<file path="config.mk">
export PLATFORM = sky130hd
export DESIGN_NAME = template_correlator
export DESIGN_NICKNAME = d
export VERILOG_FILES = /design/src/rtl/template_correlator.sv
export SDC_FILE = /design/constraint.sdc
export NUM_CORES = 2
export LEC_CHECK = 0
export CAP_MARGIN = 15
export CORE_MARGIN = 5
export CORE_UTILIZATION = 30
export DETAILED_ROUTE_END_ITERATION = 7
export PLACE_DENSITY_LB_ADDON = 0.25
export SLEW_MARGIN = 20
export SYNTH_ARGS = -nofsm -noshare
export SYNTH_HDL_FRONTEND = slang
export SYNTH_SLANG_ARGS = --single-unit
</file>
<file path="constraint.sdc">
create_clock -name clk -period 153.7 [get_ports clk]
set_input_delay 30.74 -clock clk [delete_from_list [all_inputs] [get_ports clk]]
set_output_delay 30.74 -clock clk [all_outputs]
set_load 0.03 [all_outputs]
</file>
<file path="src/rtl/template_correlator.sv">
// Raster-stream template correlator: scores every fully-inside TPL_N x TPL_N window and reports
// the first strictly-best window. Optional threshold match output under `CORR_THRESH_EN.
module template_correlator #(
    parameter int unsigned IMG_W = 640,
    parameter int unsigned IMG_H = 480,
    parameter int unsigned TPL_N = 3,
    parameter int unsigned PIX_W = 4,
    localparam int unsigned XW = $clog2(IMG_W),
    localparam int unsigned YW = $clog2(IMG_H),
    localparam int unsigned SW = 2 * PIX_W + $clog2(TPL_N * TPL_N)
) (
    input  logic                           clk,
    input  logic                           rst_n,
    input  logic                           start,
    input  logic [TPL_N*TPL_N*PIX_W-1:0]   tpl,
    input  logic                           pix_valid,
    input  logic [PIX_W-1:0]               pix_in,
`ifdef CORR_THRESH_EN
    input  logic [SW-1:0]                  thresh,
    output logic                           match,
`endif
    output logic                           busy,
    output logic                           done,
    output logic [XW-1:0]                  max_x,
    output logic [YW-1:0]                  max_y,
    output logic [SW-1:0]                  max_score
);

    localparam int unsigned NN     = TPL_N * TPL_N;
    localparam int unsigned PW     = 2 * PIX_W;
    localparam int unsigned LB_LEN = (TPL_N - 1) * IMG_W + TPL_N - 1;

    typedef enum logic [1:0] {StIdle, StRun, StDrain, StDone} state_e;

    state_e            state_q, state_d;
    logic              drain_q, drain_d;
    logic [XW-1:0]     x_q, x_d;
    logic [YW-1:0]     y_q, y_d;
    logic [PIX_W-1:0]  tpl_q [NN];
    logic [PIX_W-1:0]  tpl_d [NN];
    logic [PIX_W-1:0]  lb_q [LB_LEN];
    logic [PIX_W-1:0]  lb_d [LB_LEN];
    logic [PIX_W-1:0]  win [NN];
    logic [PW-1:0]     prod_q [NN];
    logic [PW-1:0]     prod_d [NN];
    logic              s1_valid_q, s1_valid_d;
    logic [XW-1:0]     s1_x_q, s1_x_d;
    logic [YW-1:0]     s1_y_q, s1_y_d;
    logic              s2_valid_q, s2_valid_d;
    logic [XW-1:0]     s2_x_q, s2_x_d;
    logic [YW-1:0]     s2_y_q, s2_y_d;
    logic [SW-1:0]     sum_q, sum_d;
    logic [XW-1:0]     max_x_q, max_x_d;
    logic [YW-1:0]     max_y_q, max_y_d;
    logic [SW-1:0]     max_score_q, max_score_d;

    logic              accept, scoring, last_pix;
    logic [XW-1:0]     x_cur;
    logic [YW-1:0]     y_cur;

    // A start cycle treats its own pixel as (0,0) of the new frame.
    always_comb begin
        x_cur    = start ? '0 : x_q;
        y_cur    = start ? '0 : y_q;
        accept   = pix_valid && (start || state_q == StRun);
        scoring  = accept && (x_cur >= XW'(TPL_N - 1)) && (y_cur >= YW'(TPL_N - 1));
        last_pix = accept && (x_cur == XW'(IMG_W - 1)) && (y_cur == YW'(IMG_H - 1));
    end

    always_comb begin
        state_d = state_q;
        drain_d = drain_q;
        if (start) begin
            state_d = StRun;
            drain_d = 1'b0;
        end else begin
            unique case (state_q)
                StIdle: ;
                StRun: begin
                    if (last_pix) begin
                        state_d = StDrain;
                        drain_d = 1'b0;
                    end
                end
                StDrain: begin
                    drain_d = 1'b1;
                    if (drain_q) begin
                        state_d = StDone;
                        drain_d = 1'b0;
                    end
                end
                StDone: state_d = StIdle;
            endcase
        end
    end

    always_comb begin
        x_d = start ? '0 : x_q;
        y_d = start ? '0 : y_q;
        if (accept) begin
            if (x_cur == XW'(IMG_W - 1)) begin
                x_d = '0;
                y_d = (y_cur == YW'(IMG_H - 1)) ? '0 : y_cur + YW'(1);
            end else begin
                x_d = x_cur + XW'(1);
            end
        end
    end

    always_comb begin
        for (int i = 0; i < NN; i++) begin
            tpl_d[i] = start ? tpl[i*PIX_W +: PIX_W] : tpl_q[i];
        end
        lb_d = lb_q;
        if (accept) begin
            lb_d[0] = pix_in;
            for (int k = 1; k < LB_LEN; k++) begin
                lb_d[k] = lb_q[k-1];
            end
        end
    end

    // Tap k pixels back in accepted order; tap 0 is the pixel being accepted now.
    for (genvar gi = 0; gi < NN; gi++) begin : g_win
        localparam int unsigned R = gi / TPL_N;
        localparam int unsigned C = gi % TPL_N;
        localparam int unsigned K = (TPL_N - 1 - R) * IMG_W + (TPL_N - 1 - C);
        if (K == 0) begin : g_cur
            assign win[gi] = pix_in;
        end else begin : g_tap
            assign win[gi] = lb_q[K-1];
        end
    end

    always_comb begin
        for (int i = 0; i < NN; i++) begin
            prod_d[i] = PW'(tpl_q[i]) * PW'(win[i]);
        end
        s1_valid_d = scoring;
        s1_x_d     = x_cur - XW'(TPL_N - 1);
        s1_y_d     = y_cur - YW'(TPL_N - 1);

        sum_d = '0;
        for (int i = 0; i < NN; i++) begin
            sum_d = sum_d + SW'(prod_q[i]);
        end
        s2_valid_d = s1_valid_q && !start;
        s2_x_d     = s1_x_q;
        s2_y_d     = s1_y_q;

        max_x_d     = max_x_q;
        max_y_d     = max_y_q;
        max_score_d = max_score_q;
        if (start) begin
            max_x_d     = '0;
            max_y_d     = '0;
            max_score_d = '0;
        end else if (s2_valid_q && (sum_q > max_score_q)) begin
            max_x_d     = s2_x_q;
            max_y_d     = s2_y_q;
            max_score_d = sum_q;
        end
    end

    always_ff @(posedge clk) begin
        if (!rst_n) begin
            state_q     <= StIdle;
            drain_q     <= 1'b0;
            x_q         <= '0;
            y_q         <= '0;
            s1_valid_q  <= 1'b0;
            s2_valid_q  <= 1'b0;
            max_x_q     <= '0;
            max_y_q     <= '0;
            max_score_q <= '0;
        end else begin
            state_q     <= state_d;
            drain_q     <= drain_d;
            x_q         <= x_d;
            y_q         <= y_d;
            s1_valid_q  <= s1_valid_d;
            s2_valid_q  <= s2_valid_d;
            max_x_q     <= max_x_d;
            max_y_q     <= max_y_d;
            max_score_q <= max_score_d;
        end
    end

    // Data-only storage; qualified by the valid tags above.
    always_ff @(posedge clk) begin
        tpl_q  <= tpl_d;
        lb_q   <= lb_d;
        prod_q <= prod_d;
        s1_x_q <= s1_x_d;
        s1_y_q <= s1_y_d;
        sum_q  <= sum_d;
        s2_x_q <= s2_x_d;
        s2_y_q <= s2_y_d;
    end

`ifdef CORR_THRESH_EN
    logic [SW-1:0] thresh_q, thresh_d;
    logic          match_q, match_d;

    always_comb begin
        thresh_d = start ? thresh : thresh_q;
        match_d  = match_q;
        if (start) begin
            match_d = 1'b0;
        end else if (state_q == StDrain && drain_q) begin
            match_d = (max_score_d >= thresh_q);
        end
    end

    always_ff @(posedge clk) begin
        if (!rst_n) begin
            thresh_q <= '0;
            match_q  <= 1'b0;
        end else begin
            thresh_q <= thresh_d;
            match_q  <= match_d;
        end
    end

    assign match = match_q;
`endif

    assign busy      = (state_q == StRun) || (state_q == StDrain);
    assign done      = (state_q == StDone);
    assign max_x     = max_x_q;
    assign max_y     = max_y_q;
    assign max_score = max_score_q;

endmodule

</file>
======== Yosys cells after proc, flatten, opt, wreduce, memory -nomap -nowiden ========
Cells that the tools add are included.
word-level totals
  flip-flop bits (word level) ............. 5341
  output and inout port bits .............. 33
  input port bits ......................... 44
  word-level logic and storage cells ...... 1380
operators by class
  bitwise operators ....................... 1
  order comparisons ....................... 3
  add/subtract/negate cells ............... 12
  reduce and logical (&&, ||, !) cells .... 17
  muxes and demuxes ....................... 14
  eq/ne operators ......................... 9
  $mul .................................... 9
operator list
  operator                 count
  $mul A4 B4 Y8            9
  $add A12 B8 Y12          4
  $mux W9                  4
  $mux W10                 3
  $add A11 B8 Y12          1
  $gt A12 B12 Y1           1
  $add A10 B8 Y11          1
  $add A10 B1 Y10 const B  1
  $add A9 B8 Y10           1
  $eq A10 B10 Y1 const B   1
  $ge A10 B2 Y1 const B    1
  $sub A10 B2 Y10 const B  1
  $add A8 B8 Y9            1
  $add A9 B1 Y9 const B    1
  $eq A9 B9 Y1 const B     1
  $ge A9 B2 Y1 const B     1
  $sub A9 B2 Y9 const B    1
  $logic_and A1 B1 Y1      7
  $ne A3 B3 Y1 const B     2
  $pmux W2 S3              1
  $reduce_and A3 Y1        2
  $eq A2 B2 Y1 const B     2
  $mux W2                  2
  $ne A2 B2 Y1 const B     2
  11 further kinds         14

======== Longest topological paths before layout ========
  word-level depth ........................ 8
  gate-level depth with buffers ........... 15
  mapped depth without buffers ............ 15

======== Least setup slack after synthesis ========
Ideal clock, no wire load.
  path type ............................... input-to-reg
  start ................................... input port start
  end ..................................... register x_q[0]
  data required time ...................... 153.433 ns
  arrival time ............................ 154.603 ns
  stages .................................. 4
  setup slack ............................. -1.170 ns
  path through ............................ buf_6 > o21a_1 > mux2_2 > nor2_1
RTL lines
  item                  RTL line  RTL
  from (decl)           14        input logic start,
  $logic_or A1 B1 Y1    65        accept = pix_valid && (start || state_q == StRun);
  $logic_and A1 B1 Y1   65
  via accept            57        logic accept, scoring, last_pix;
  $mux W10              100       if (accept) begin
  to (signal assigned)  169       x_q <= '0;
  to (signal assigned)  179       x_q <= x_d;
  to (decl)             37        logic [XW-1:0] x_q, x_d;
The timed path passes the listed nets, and every way through them passes these cells.
A chain may end at the register's enable or synchronous reset.

======== Worst setup path in the final report ========
  start ................................... input port pix_valid
  end ..................................... register lb_q[2131] in the netlist's numbering (enable)
on the way
  word-level cells in the longest chain between the ends .. 1
ends and longest elaborated chain
  item                  RTL line  RTL
  from (decl)           16        input logic pix_valid,
  $logic_and A1 B1 Y1   65
  via accept            57
  to (signal assigned)  192       lb_q <= lb_d;
  to (decl)             41        logic [PIX_W-1:0] lb_q [LB_LEN];
The timed path passes the listed nets, and every way through them passes these cells.

==> metrics.txt <==
status complete, no violations; Placeable Area 0.553 mm²; sum of buffers and inverters on the critical path 8; setup tns final 0 ps; minimum clock period 37640 ps; pwr dens 16.8 mW/mm²; maximum buffer depth of the clock tree 4; post-synth top area cell edfxtp_1; boundary pin count 77; ys async rst share 0%; Initial Util 30.1%; register area share after synthesis 95.3%; drt first pass iters 6; CTS clock-pin slew for the worst setup and hold paths 60 ps; CP delay by family, top buffers and inverters; skew final 54.6 ps; first-pass GRT wire length 345 mm; Worst setup EP type flop; CP Class in -> reg; Post-DP HPWL 99.9 mm; Post-layout nets 7269; Pleak 63.6 nW; share of cells above drive strength 1 11.1%; root buf cell clkbuf_16; Post-CTS Setup Inserts 0; Die H 755 µm; total grt overflow 0; Max Clk Rate 26.6 MHz; vias in the first global route 59100; Cell Chain, Critical Path clkdlybuf4s50_1, o21a_4, buf_4, buf_4, buf_4, buf_4, buf_4, buf_4, buf_4; crit-path max FO 90; row cnt 273; DR vias 57900; worst vdd ir 0.0000261 V; wire per inst 15.0 µm; RSZ-0062 raised after global routing false; relative slew slack 28.3%; CTS H-tree depth 6; die width 755 µm; Post-Syn Instances 6339; synth top area cells edfxtp_1 93%, dfxtp_1 2.1%, ha_1 1.1%; Initial DRC Count 5389; Hold Crit Class reg -> reg; compound-cell area share of the yosys netlist 0.654%; Yosys reg bits 5341; antenna violations before repair 8; Critical Path Start Type input port; Synth Warn # 0; Reg area 0.159 mm²; fin worst setup slack 116060 ps; main combinational cell family by area after synthesis adder cells; post-synthesis mux area share 0.0135%; Synth Area in Simple Gates 1.06%; Port Buffer Count 76; Residual DRC 0; Critical Path Slowest Stage Cell buf_4; cell area after synthesis 0.167 mm²; fillers 50100; clock tree sinks 5341; Post-synth EDFFs 5164; drt via density 3.93; area share of fa/ha/maj cells after synthesis 2.18%; main flop type after synthesis edfxtp_1; CTS buffer count 549; post-cts gate resize count 0; Fin. Hold Viols 0; largest net degree at the start of global routing 205; Multi-input gate area 0.00708 mm²; fin crit share 24.5%; antenna viol nets, final 0; Place WS 114870 ps; die footprint 0.570 mm²; Post-Synth XOR/XNOR Area 0.331%; Final GP Congestion 0.711; CP required 154270 ps; Most common cell on crit path buf_4; Synth Net Count 6619; top cell type's share of synthesized area 93.1%; synth unique cells 63; Worst Tran Pin Value 1080 ps; Avg Cell Area, Syn 26.3 µm²; Total GRT Usage 7.37%; Worst path max stage delay 950 ps; CTS tree yes; Worst-Skew Late Latency 980 ps; Routed WL 221 mm; Synth-to-Final Area Change 16.6%; max-cap viol count 0; Final Max Tran Viols 0; final setup fails 0; Critical Path AT 38220 ps; CTS Hold Bufs 0
==> logic make-up (layout without fill, tap and decap cells) <==
family	count (synthesis)	after routing
adder cells (fa/ha/maj)	236	236
multiplexers	2	2
buffers and inverters	207	1294
XOR/XNOR	63	63
flip-flops	5341	5341
AND/OR/NAND/NOR	335	335
AO/OA/AOI/OAI	155	155
other	0	7
==> routing by layer <==
layer | part of all wire, % | wire length (µm) | global-route usage (%) | vias up
li1 | - | - | - | 26500
met1 | 52 | 114000 | 11.5 | 29800
met2 | 40 | 89000 | 9.86 | 1044
met3 | 5.0 | 11100 | 1.76 | 531
met4 | 3.1 | 6760 | 2.76 | 2
met5 | 0.0045 | 10 | 0 | -
==> through the flow <==
step / hold slack [ps] / utilization, % / std cells / instance area, µm² / power [W]
6_report: 316 / 35.1 / 14700 / 194000 / 0.00326
5_1_grt: 328 / 35.1 / 14700 / 194000 / 0.00343
4_1_cts: 325 / 35.1 / 14700 / 194000 / 0.00333
3_5_place_dp: 312 / 32.0 / 13700 / 177000 / 0.00203
3_3_place_gp: 315 / 32.0 / 13700 / 177000 / 0.00203
2_1_floorplan: 310 / - / 6339 / 167000 / 0.00218
==> sequential cells by signal (all words and copies together), names as in the netlist <==
signal      count
drain_q         1
lb_q         5128
max_score      12
max_x          10
max_y           9
prod_q         72
s1_valid_q      1
s1_x_q         10
s1_y_q          9
s2_valid_q      1
s2_x_q         10
s2_y_q          9
state_q         2
sum_q          12
tpl_q          36
x_q            10
y_q             9
==> path summary, 6_finish.rpt <==
check | startpoint | endpoint | slack [ps] | cells past startpoint
setup / recovery | pix_valid | lb_q[2131] | 116060 | 9
setup reg to reg | state_q[1] | lb_q[2131] | 145660 | 10
hold reg to reg | s1_x_q[8] | s2_x_q[8] | 320 | 0
hold / removal | s1_x_q[8] | s2_x_q[8] | 320 | 0
==> cell usage after synthesis (4+ instances only) <==
| cell type | count |
|---|---|
| a21o_1 | 11 |
| a21oi_1 | 39 |
| and2_1 | 97 |
| and3_1 | 4 |
| clkbuf_1 | 28 |
| dfxtp_1 | 177 |
| edfxtp_1 | 5164 |
| fa_1 | 90 |
| ha_1 | 146 |
| inv_1 | 165 |
| nand2_1 | 102 |
| nand3_1 | 8 |
| nand4_1 | 17 |
| nor2_1 | 49 |
| nor3_1 | 7 |
| o2111ai_1 | 32 |
| o211ai_1 | 20 |
| o21ai_0 | 13 |
| o21bai_1 | 9 |
| o311ai_1 | 11 |
| or3_1 | 25 |
| xnor2_1 | 45 |
| xor2_1 | 18 |
==> placed cells by master, fill, tap and decap left out, types with 8 or more instances in the layout <==
master           count
edfxtp_1          5164
clkbuf_16          557
dfxtp_1            177
inv_1              165
ha_1               146
clkbuf_1           125
clkinv_1           117
nand2_1            102
and2_1              97
fa_1                90
clkinv_2            88
clkdlybuf4s50_1     75
buf_4               54
nor2_1              48
xnor2_1             45
a21oi_1             39
o2111ai_1           32
bufinv_16           30
or3_1               25
o211ai_1            20
xor2_1              18
nand4_1             17
clkinv_16           17
clkinv_8            15
o21ai_0             13
inv_16              12
clkinvlp_4          12
a21o_1              11
o311ai_1            11
o21bai_1             9
nand3_1              8
==> cell type report <==
| cell class | count | area share [%] |
|---|---|---|
| clock inverters | 301 | 1.52 |
| clock buffers | 687 | 7.45 |
| diodes | 7 | 0.00902 |
| inverters | 166 | 0.321 |
| repair buffers | 140 | 0.687 |
| well taps | 7287 | 4.69 |
| multi-input cells | 791 | 3.65 |
| flip-flops and latches | 5341 | 81.7 |
==> where the power goes <==
part           switching, W  internal [W]  leakage (nW)
clock              0.000544      0.000727          8.46
combinational      0.000164     0.0000899          4.57
sequential        0.0000307       0.00171          50.5
(Power assumes the default switching activity.)
